==> config.mk <==
export PLATFORM = sky130hd
export DESIGN_NAME = mul_mant_seq
export DESIGN_NICKNAME = d
export VERILOG_FILES = /design/src/rtl/mul_mant_seq.sv
export SDC_FILE = /design/constraint.sdc
export NUM_CORES = 1
export LEC_CHECK = 0
export CAP_MARGIN = 0
export CORE_MARGIN = 10
export CORE_UTILIZATION = 45
export CTS_CLUSTER_DIAMETER = 60
export DETAILED_ROUTE_END_ITERATION = 10
export DONT_BUFFER_PORTS = 1
export GPL_TIMING_DRIVEN = 0
export PLACE_DENSITY_LB_ADDON = 0.2
export SLEW_MARGIN = 20
export SYNTH_ARGS = -nofsm -noshare
export SYNTH_HDL_FRONTEND = slang
export SYNTH_SLANG_ARGS = --single-unit
==> constraint.sdc <==
create_clock -name CLK -period 5.75 [get_ports CLK]
set_input_delay 1.15 -clock CLK [delete_from_list [all_inputs] [get_ports CLK]]
set_output_delay 1.15 -clock CLK [all_outputs]
set_load 0.01 [all_outputs]
==> src/rtl/mul_mant_seq.sv <==
// Sequential radix-2 shift-add significand multiplier: WIDTH steps per product,
// with the normalized fraction and the exponent-adjust carry alongside the full product.
module mul_mant_seq #(
    parameter int unsigned WIDTH = 24
) (
    input  logic                 CLK,
    input  logic                 RST,
    input  logic                 start,
    input  logic [WIDTH-1:0]     sig1,
    input  logic [WIDTH-1:0]     sig2,
    output logic                 busy,
    output logic                 done,
    output logic [2*WIDTH-1:0]   product,
    output logic                 carry,
    output logic [WIDTH-2:0]     mant_out
);

    localparam int unsigned PW    = 2 * WIDTH;
    localparam int unsigned CNT_W = $clog2(WIDTH + 1);

    typedef enum logic [1:0] {
        S_IDLE,
        S_RUN,
        S_DONE
    } state_t;

    state_t             state_q;
    state_t             state_d;
    logic [WIDTH-1:0]   mcand_q;
    logic [WIDTH-1:0]   mplr_q;
    logic [WIDTH-1:0]   acc_q;
    logic [CNT_W-1:0]   cnt_q;

    logic [WIDTH:0]     sum;
    logic [WIDTH-1:0]   acc_nxt;
    logic [WIDTH-1:0]   mplr_nxt;
    logic [PW-1:0]      product_nxt;
    logic [WIDTH-2:0]   mant_nxt;
    logic               last_step;

    // One shift-add step; the adder carry-out becomes the new accumulator MSB.
    always_comb begin
        sum         = {1'b0, acc_q} + (mplr_q[0] ? {1'b0, mcand_q} : '0);
        acc_nxt     = sum[WIDTH:1];
        mplr_nxt    = {sum[0], mplr_q[WIDTH-1:1]};
        product_nxt = {acc_nxt, mplr_nxt};
        mant_nxt    = product_nxt[PW-1] ? product_nxt[PW-2:WIDTH]
                                        : product_nxt[PW-3:WIDTH-1];
        last_step   = (cnt_q == CNT_W'(WIDTH - 1));
    end

    always_comb begin
        state_d = state_q;
        case (state_q)
            S_IDLE:  if (start) state_d = S_RUN;
            S_RUN:   if (last_step) state_d = S_DONE;
            S_DONE:  state_d = S_IDLE;
            default: state_d = S_IDLE;
        endcase
    end

    always_ff @(posedge CLK) begin
        if (RST) begin
            state_q <= S_IDLE;
        end else begin
            state_q <= state_d;
        end
    end

    // Datapath and registered outputs; results load only on the final step.
    always_ff @(posedge CLK) begin
        if (RST) begin
            mcand_q  <= '0;
            mplr_q   <= '0;
            acc_q    <= '0;
            cnt_q    <= '0;
            busy     <= 1'b0;
            done     <= 1'b0;
            product  <= '0;
            carry    <= 1'b0;
            mant_out <= '0;
        end else begin
            busy <= (state_d != S_IDLE);
            done <= (state_d == S_DONE);
            case (state_q)
                S_IDLE: begin
                    if (start) begin
                        mcand_q <= sig1;
                        mplr_q  <= sig2;
                        acc_q   <= '0;
                        cnt_q   <= '0;
                    end
                end
                S_RUN: begin
                    acc_q  <= acc_nxt;
                    mplr_q <= mplr_nxt;
                    cnt_q  <= cnt_q + CNT_W'(1);
                    if (last_step) begin
                        product  <= product_nxt;
                        carry    <= product_nxt[PW-1];
                        mant_out <= mant_nxt;
                    end
                end
                default: ;
            endcase
        end
    end

endmodule

# Yosys cells after proc, flatten, opt, wreduce, memory -nomap -nowiden
# Cells that the tools add are included.
[classes]
add_sub_neg = 2
n_mul = 0
div = 0
order_cmp = 0
eq_ne = 4
n_shift = 0
mux = 11
bitwise_logic = 0
reduce_logical = 6
[op_table]
columns = ["cell", "count"]
rows = [
  ["case mux 24 bit (2 select lines)", 2],
  ["2-to-1 mux 24 bit", 3],
  ["adder 24 x 24 -> 25 bit", 1],
  ["2-to-1 mux 23 bit", 1],
  ["case mux 5 bit (2 select lines)", 1],
  ["AND reduction 2 bit", 3],
  ["adder 5 x 1 -> 5 bit, second input constant", 1],
  ["== test 5 bit, second input constant", 1],
  ["2-to-1 mux 5 bit", 1],
  ["2-to-1 mux 2 bit", 2],
  ["case mux 2 bit (2 select lines)", 1],
  ["nonzero test 2 bit", 2],
  ["== test 2 x 1 -> 1 bit, second input constant", 1],
  ["== test 2 bit, second input constant", 1],
  ["zero test 2 bit", 1],
  ["inequality test 2 bit, second input constant", 1],
]
[word_totals]
reg_bits = 153
latch_bits = 0
ramBits = 0
rom_bits = 0
input_bits = 51
output_inout_bits = 74
memories = 0

# Depth between registers and ports, before layout
# Gate-level depths: netlist of run 1.
[logic_depth]
word_depth = 4
ltp_mapped = 14

# Worst setup path after synthesis of run 1
# No wires, ideal clock.
[synth_timing]
path_type = "register to register"
from = "register mplr_q[0]"
to = "register mant_out[21]"
setup_time_ns = 0.074
t_arrival_ns = 2.927
required_time_ns = 5.676
setup_slack_ns = 2.749
stages_incl_launch_ff = 14
n_path_buf = 1
period_less_slack_ns = 3.001
cell_sequence = "dfxtp_1 -> clkbuf_1 -> and2_1 -> ha_1 -> inv_1 -> fa_1 -> nand2b_1 -> a21oi_2 -> o41a_4 -> a21oi_4 -> or3_4 -> and3_2 -> or3_1 -> a31oi_1"
[synth_via]
elab_chain_len = 3
[synth_lines]
columns = ["element", "line_no", "rtl"]
rows = [
  ["start: declaration", "30", "logic [WIDTH-1:0] mplr_q;"],
  ["start signal: assignment", "89", "mplr_q <= sig2;"],
  ["start signal: assignment", "96", "mplr_q <= mplr_nxt;"],
  ["2-to-1 mux 24 bit", "43", "sum = {1'b0, acc_q} + (mplr_q[0] ? {1'b0, mcand_q} : '0);"],
  ["adder 24 x 24 -> 25 bit", "43", ""],
  ["2-to-1 mux 23 bit", "47", "mant_nxt = product_nxt[PW-1] ? product_nxt[PW-2:WIDTH]"],
  ["end signal: assignment", "101", "mant_out <= mant_nxt;"],
  ["end: declaration", "15", "output logic [WIDTH-2:0] mant_out"],
]
# Every way passes these cells.
# A chain may end at the register's enable or synchronous reset.

# Worst setup path after layout of run 1
[layout_timing]
from = "register mplr_q[0]"
to = "register mant_out[7]"
# Same word-level chain as after synthesis.

==> results.py, run 1 <==
metrics = {
    "setup_path": {
        "ff2ff_setup_slack_ns": 2.17,
        "r2r-end": "mant_out[7]$_SDFFE_PP0P_",
        "critPathMaxFanout": 10,
        "crit_type": "reg2reg",
        "crit_path_end_kind": "register",
        "cp.arrival_ns": 3.93,
        "critPathRequiredTime_ns": 6.09,
        "r2r-start": "mplr_q[0]$_SDFFE_PP0P_",
        "ff2ff_path_depth": 13,
        "cp-start-kind": "register",
    },
    "timing": {
        "fmax_mhz": 279,
        "fin_ws_ns": 2.17,
        "hold_viol": 0,
        "tightest_slew_ns": 0.644,
        "finalSetupTns_ns": 0,
        "skew_ns": 0.00715,
        "setup_viol": 0,
        "rsz0062_at_grt": "no",
        "slew_headroom_pct": 56.8,
        "timing.final.crit_share_pct": 62.3,
        "drv_slew": 0,
        "post-route-min-period_ns": 3.58,
    },
    "placement": {
        "dp_worst_setup_slack_ns": 2.18,
        "dpl-instance-area_um2": 7280,
        "place.detailed.hpwl_mm": 15.4,
        "gp_congestion": 0.902,
        "portBuffers": 0,
    },
    "clocking": {
        "numClockSinks": 152,
        "cts_buffer_depth": 2,
        "post_cts_buffers": 0,
        "clkTransAtPathRegs_ns": 0.06,
        "cts-buffers-inserted": 17,
        "cts.repair.resized": 0,
        "cts_tree": "yes",
        "htree_num_levels": 4,
        "clk_latency_ns": 0.43,
        "clock_tree.root_cell": "clkbuf_16",
        "cts-hold-fix-buffers": 0,
    },
    "synth": {
        "yosysTopAreaCell": "dfxtp_1",
        "synth_common_cells": "nand2_1 (177), dfxtp_1 (152), a21oi_1 (104)",
        "avgSynthCellArea_um2": 8.10,
        "syn_inst": 867,
        "synth_area_um2": 7020,
        "yosysTopAreaCellShare_pct": 43.4,
        "yosysWarnings": 0,
        "yosysSeqAreaShare_pct": 43.4,
        "synthArstFlopShare_pct": 0,
        "synth.most_common_cell": "nand2_1",
        "yosys_most_used_dff": "dfxtp_1",
        "synth_enable_flop_cells": 0,
        "syn-num-nets": 944,
        "ys_seq_elements": 152,
        "synth.top_cells.by_area": "dfxtp_1 (43%), nand2_1 (9.5%), a21oi_1 (7.4%)",
        "synth.distinct_cells": 61,
    },
    "grt": {
        "overflow": 0,
        "antenna_found_initial": 1,
        "grt_pass1_vias": 5752,
        "grt_util_all_layers_pct": 19.2,
        "grt_max_degree": 17,
        "grt_pass1_wl_mm": 31.6,
    },
    "layout": {
        "area_growth_syn_to_layout_pct": 12.9,
        "drive_above_1_share_pct": 6.34,
        "fin_nets": 963,
        "final_cell_area_um2": 7930,
        "fin_util_pct": 52.0,
        "regArea_um2": 3040,
        "insertedDiodeCount": 0,
        "fillCellCount": 1510,
        "multi_input_area_um2": 3600,
    },
    "detailed_routing": {
        "ant_nets": 0,
        "vias": 6170,
        "first_pass_iters": 5,
        "drt-total-wl_mm": 20.2,
        "drtIter0Drc": 396,
        "avgRoutedWirePerCell_um": 18.2,
        "viasPerCell": 5.56,
        "drc": 0,
    },
    "power": {
        "power_frac_comb_pct": 5.7,
        "p_total_w": 0.00246,
        "p_int_w": 0.00188,
        "power_frac_seq_pct": 44.7,
        "ir_drop_mv": 0.206,
        "switching_share_pct": 23.6,
        "p_switching_w": 0.000581,
        "power_density_nw_per_um2": 311,
        "clkPwrFrac_pct": 49.6,
        "p_leak_nw": 3.01,
    },
    "floorplanning": {
        "die_w_um": 145,
        "num_rows": 45,
        "start_util_pct": 46.0,
        "io_pins": 125,
        "die_y_um": 145,
        "core-area_um2": 15300,
        "dieArea_um2": 21000,
    },
    "hold_path": {
        "min_path_type": "reg2reg",
        "whs_endpoint": "mcand_q[11]$_SDFFE_PP0P_",
        "whs_path_depth": 2,
        "holdCritStartpoint": "mcand_q[11]$_SDFFE_PP0P_",
    },
    "outcome": {
        "status": "complete, no violations",
    },
    "flow_run": {
        "max_cap_viol_count": 0,
    },
}
==> stage by stage <==
step / hold WS (ns) / instances
finish: 0.449 / 1110
CTS: 0.452 / 1110
global route: 0.467 / 1110
detailed placement: 0.443 / 1078
floorplan: 0.432 / 867
global placement: 0.440 / 1078
==> critical path, stage by stage, from the launching register on <==
cell      delay, ns
dfxtp_1        0.47
clkbuf_1       0.35
and2_1         0.19
ha_1           0.19
inv_1          0.07
fa_1           0.40
nand2b_1       0.20
a21oi_2        0.18
o41a_4         0.20
a21oi_4        0.10
o21ai_0        0.43
buf_2          0.33
nand2_1        0.13
a311oi_1       0.25
==> placed cells by master (no fill, tap or decap), types with 3 or more instances in the layout <==
| master | netlist | layout |
|---|---|---|
| a211oi_1 | 16 | 16 |
| a21o_1 | 5 | 5 |
| a21oi_1 | 104 | 104 |
| a221oi_1 | 25 | 25 |
| a22oi_1 | 21 | 21 |
| a31oi_1 | 5 | 5 |
| and2_1 | 28 | 28 |
| buf_2 | 6 | 6 |
| bufinv_16 | 0 | 4 |
| clkbuf_1 | 52 | 52 |
| clkbuf_16 | 0 | 17 |
| dfxtp_1 | 152 | 152 |
| ha_1 | 25 | 25 |
| inv_1 | 30 | 30 |
| inv_6 | 0 | 3 |
| mux2i_1 | 12 | 12 |
| nand2_1 | 177 | 177 |
| nand2b_1 | 3 | 3 |
| nand3_1 | 13 | 13 |
| nand4_1 | 3 | 3 |
| nor2_1 | 61 | 61 |
| nor3_1 | 7 | 7 |
| o211ai_1 | 6 | 6 |
| o21ai_0 | 24 | 24 |
| o22ai_1 | 26 | 26 |
| or3_1 | 3 | 3 |
| xnor2_1 | 10 | 10 |
| xor2_1 | 10 | 10 |
==> how the worst max path moves through the flow <==
stage,endpoint,start,depth (start not counted),slack [ns]
after global placement,mant_out[7]$_SDFFE_PP0P_,mplr_q[0]$_SDFFE_PP0P_,13,2.24
after detailed placement,mant_out[17]$_SDFFE_PP0P_,mplr_q[0]$_SDFFE_PP0P_,14,2.18
after CTS,mant_out[7]$_SDFFE_PP0P_,mplr_q[0]$_SDFFE_PP0P_,13,2.17
final,mant_out[7]$_SDFFE_PP0P_,mplr_q[0]$_SDFFE_PP0P_,13,2.17
after global routing,mant_out[17]$_SDFFE_PP0P_,mplr_q[0]$_SDFFE_PP0P_,14,1.92
after floorplan,mant_out[21]$_SDFFE_PP0P_,mplr_q[0]$_SDFFE_PP0P_,13,2.75
==> power groups by stage <==
stage / registers (W) / logic [W] / clock network (W)
floorplan: 0.00112 / 0.000102 / 0
global placement: 0.00112 / 0.000140 / 0
detailed placement: 0.00112 / 0.000140 / 0
CTS: 0.00110 / 0.000141 / 0.00123
global route: 0.00110 / 0.000158 / 0.00128
finish: 0.00110 / 0.000141 / 0.00122
==> cells by family after synthesis <==
family,share of synthesized area (%)
XOR/XNOR,2.50
flip-flops,43.4
buffers and inverters,5.35
AND/OR/NAND/NOR,18.6
adder cells (fa/ha/maj),4.74
multiplexers,1.71
AO/OA/AOI/OAI,23.7
==> flip-flops by register name, summed over array words and instances, names as in the netlist <==
name	cells
acc_q	24
busy	1
cnt_q	5
done	1
mant_out	23
mcand_q	24
mplr_q	24
product	48
state_q	2
==> area by class of cell <==
| class | instances | share of cell area [%] |
|---|---|---|
| Multi-Input combinational cell | 621 | 45.4 |
| Sequential cell | 152 | 38.4 |
| Clock buffer | 19 | 5.71 |
| Tap cell | 211 | 3.33 |
| Buffer | 62 | 3.22 |
| Clock inverter | 13 | 2.41 |
| Inverter | 32 | 1.52 |
==> layer usage <==
layer / share of wire, % / up-vias / global-route usage, % / wire, um
met3: 8.6 / 24 / 6.39 / 1730
met2: 45 / 167 / 30.0 / 9120
met4: 1.1 / 2 / 4.52 / 214
met5: 0.064 / - / 0 / 13
li1: - / 3074 / - / -
met1: 45 / 2903 / 25.1 / 9080
Power figures use the tool's default switching activity.
==> run 2: changes to the inputs <==
==> constraint.sdc (replaced) <==
create_clock -name CLK -period 3 [get_ports CLK]
set_input_delay 0.6 -clock CLK [delete_from_list [all_inputs] [get_ports CLK]]
set_output_delay 0.6 -clock CLK [all_outputs]
set_load 0.01 [all_outputs]
==> run 2 against run 1 <==
Against the previous run:
- clock-buffer cell count increased by 1
- utilization increased by 2.7 points
- largest power group unchanged
- critical path type unchanged
- final area increased by 5.1%
- clock skew decreased by 0.0012 ns
- via count increased by 2.8%
==> results.py, run 2 (synthesized netlist as in run 1, its figures left out) <==
metrics = {
    "timing": {
        "skew_ns": 0.00600,
        "tightest_slew_ns": 0.665,
        "drv_slew": 0,
        "hold_viol": 0,
        "whs_ns": 0.309,
        "post-route-min-period_ns": 2.97,
        "timing.final.crit_share_pct": 99.1,
        "fmax_mhz": 336,
        "fin_ws_ns": 0.0281,
        "setup_viol": 0,
        "slew_headroom_pct": 55.7,
        "rsz0062_at_grt": "yes",
    },
    "power": {
        "power_density_nw_per_um2": 548,
        "p_leak_nw": 3.16,
        "p_total_w": 0.00457,
        "ir_drop_mv": 0.396,
    },
    "layout": {
        "largest_register": "product",
        "fin_util_pct": 54.6,
        "largest_reg_flops": 48,
        "area_growth_syn_to_layout_pct": 18.7,
        "fillCellCount": 1432,
        "insertedDiodeCount": 0,
        "fin_nets": 979,
        "regArea_um2": 3050,
        "multi_input_area_um2": 3860,
        "final_cell_area_um2": 8330,
        "layout_common_cells": "nand2_1 (176), dfxtp_1 (151), a21oi_1 (101)",
        "final_common_cell": "nand2_1",
        "drive_above_1_share_pct": 12.5,
    },
    "detailed_routing": {
        "wl_met1_mm": 9.27,
        "first_pass_iters": 5,
        "drt-total-wl_mm": 21.0,
        "drc": 0,
        "viasPerCell": 5.63,
        "wl_met2_mm": 9.70,
        "avgRoutedWirePerCell_um": 18.7,
        "vias": 6345,
        "drtIter0Drc": 477,
        "ant_nets": 0,
        "wl_met3_mm": 1.80,
        "top_layer": "met4",
    },
    "setup_path": {
        "startpoint": "mplr_q[0]$_SDFFE_PP0P_",
        "crit_type": "reg2reg",
        "cp.arrival_ns": 3.26,
        "critPathRequiredTime_ns": 3.29,
        "r2r-start": "mplr_q[0]$_SDFFE_PP0P_",
        "critPathMaxFanout": 8,
        "crit_path_end_kind": "register",
        "cp-start-kind": "register",
    },
    "clocking": {
        "clock_tree.root_cell": "clkbuf_16",
        "cts-hold-fix-buffers": 0,
        "cts_tree": "yes",
        "cts-buffers-inserted": 17,
        "clk_latency_ns": 0.42,
        "clkTransAtPathRegs_ns": 0.06,
        "htree_num_levels": 4,
        "cts_buffer_depth": 2,
        "numClockSinks": 152,
    },
    "placement": {
        "dp_worst_setup_slack_ns": -0.461,
        "place.detailed.hpwl_mm": 15.3,
        "dpl-instance-area_um2": 7280,
        "portBuffers": 0,
        "gp_congestion": 0.874,
    },
    "grt": {
        "grt_max_degree": 17,
        "grt_pass1_vias": 5925,
        "antenna_found_initial": 0,
        "grt_util_all_layers_pct": 19.5,
        "grt_pass1_wl_mm": 32.2,
        "overflow": 0,
    },
    "flow_run": {
        "max_cap_viol_count": 0,
    },
    "floorplanning": {
        "core-area_um2": 15300,
        "die_w_um": 145,
        "start_util_pct": 46.0,
        "die_y_um": 145,
        "io_pins": 125,
        "num_rows": 45,
        "dieArea_um2": 21000,
    },
    "hold_path": {
        "holdCritStartpoint": "sig1[17]",
        "min_path_type": "in2reg",
    },
    "outcome": {
        "status": "complete, no violations",
    },
}
-- run 2: cell count changes in the layout (fill, tap and decap cells not counted), moves of 4 or more --
cell,previous run,this run
buf_4,2,16
xor2_1,10,4
xor2_2,0,6
o21ai_0,24,19
xnor2_1,10,5
xnor2_2,0,5
o21ai_2,0,4
-- run 2: final cells by class --
cell class	count	area share [%]
inverter	32	1.44
tap	211	3.17
multi-input combinational	621	46.4
clock buffer	20	5.24
buffer	61	3.42
clock inverter	12	1.80
sequential	152	36.6
timing repair buffer	17	2.00
-- run 2: metal layers --
| metal | track usage (%) | up-vias |
|---|---|---|
| met4 | 5.32 | 0 |
| met5 | 0 | - |
| met3 | 5.64 | 18 |
| met2 | 30.6 | 194 |
| li1 | - | 3091 |
| met1 | 25.6 | 3042 |
-- run 2: stage by stage --
stage	setup TNS, ns	std cells
after floorplan	0	867
after CTS	0	1117
final	0	1126
after global placement	-9.10	1078
after detailed placement	-10.66	1078
after global routing	-0.880	1126
-- run 2: worst paths after layout --
check / endpoint / slack [ns] / depth (start not counted)
max reg2reg: acc_q[15]$_SDFFE_PP0P_ / 0.03 / 14
min: mcand_q[17]$_SDFFE_PP0P_ / 0.31 / 2
min reg2reg: mcand_q[6]$_SDFFE_PP0P_ / 0.45 / 2
max: acc_q[15]$_SDFFE_PP0P_ / 0.03 / 14
-- run 2: what timing repair did --
item | 4_1_cts | 5_1_grt
buffers inserted | 7 | 8
gates cloned | 0 | 2
endpoints found under the setup margin | 48 | 46
pin swaps | 5 | 20
resized for setup | 20 | 49
-- run 2: where the power goes --
| group | switching [W] | internal, W | total (W) |
|---|---|---|---|
| Sequential | 0.0000411 | 0.00207 | 0.00211 |
| Clock | 0.000854 | 0.00131 | 0.00216 |
| Combinational | 0.000190 | 0.000103 | 0.000293 |
| Total | 0.00109 | 0.00348 | 0.00457 |
-- run 2: worst max-delay path, stage by stage (launching register included) --
cell and delay (ns):
dfxtp_4 0.39, buf_8 0.14, and2_4 0.14, ha_4 0.15, inv_2 0.05, fa_2 0.21
nand2b_4 0.14, a21oi_4 0.06, o41a_4 0.46, a21oi_4 0.35, buf_6 0.16, mux2i_4 0.23
nor2_2 0.11, a22oi_2 0.19, nor2_1 0.06
==> run 3: changes to the inputs <==
--- a/config.mk
+++ b/config.mk
@@ -11,6 +11,7 @@
 export CTS_CLUSTER_DIAMETER = 60
 export DETAILED_ROUTE_END_ITERATION = 10
 export DONT_BUFFER_PORTS = 1
+export GPL_ROUTABILITY_DRIVEN = 0
 export GPL_TIMING_DRIVEN = 0
 export PLACE_DENSITY_LB_ADDON = 0.2
 export SLEW_MARGIN = 20
==> results of run 3 <==
No change in the layout: final DEF, timing and power equal those of run 2.
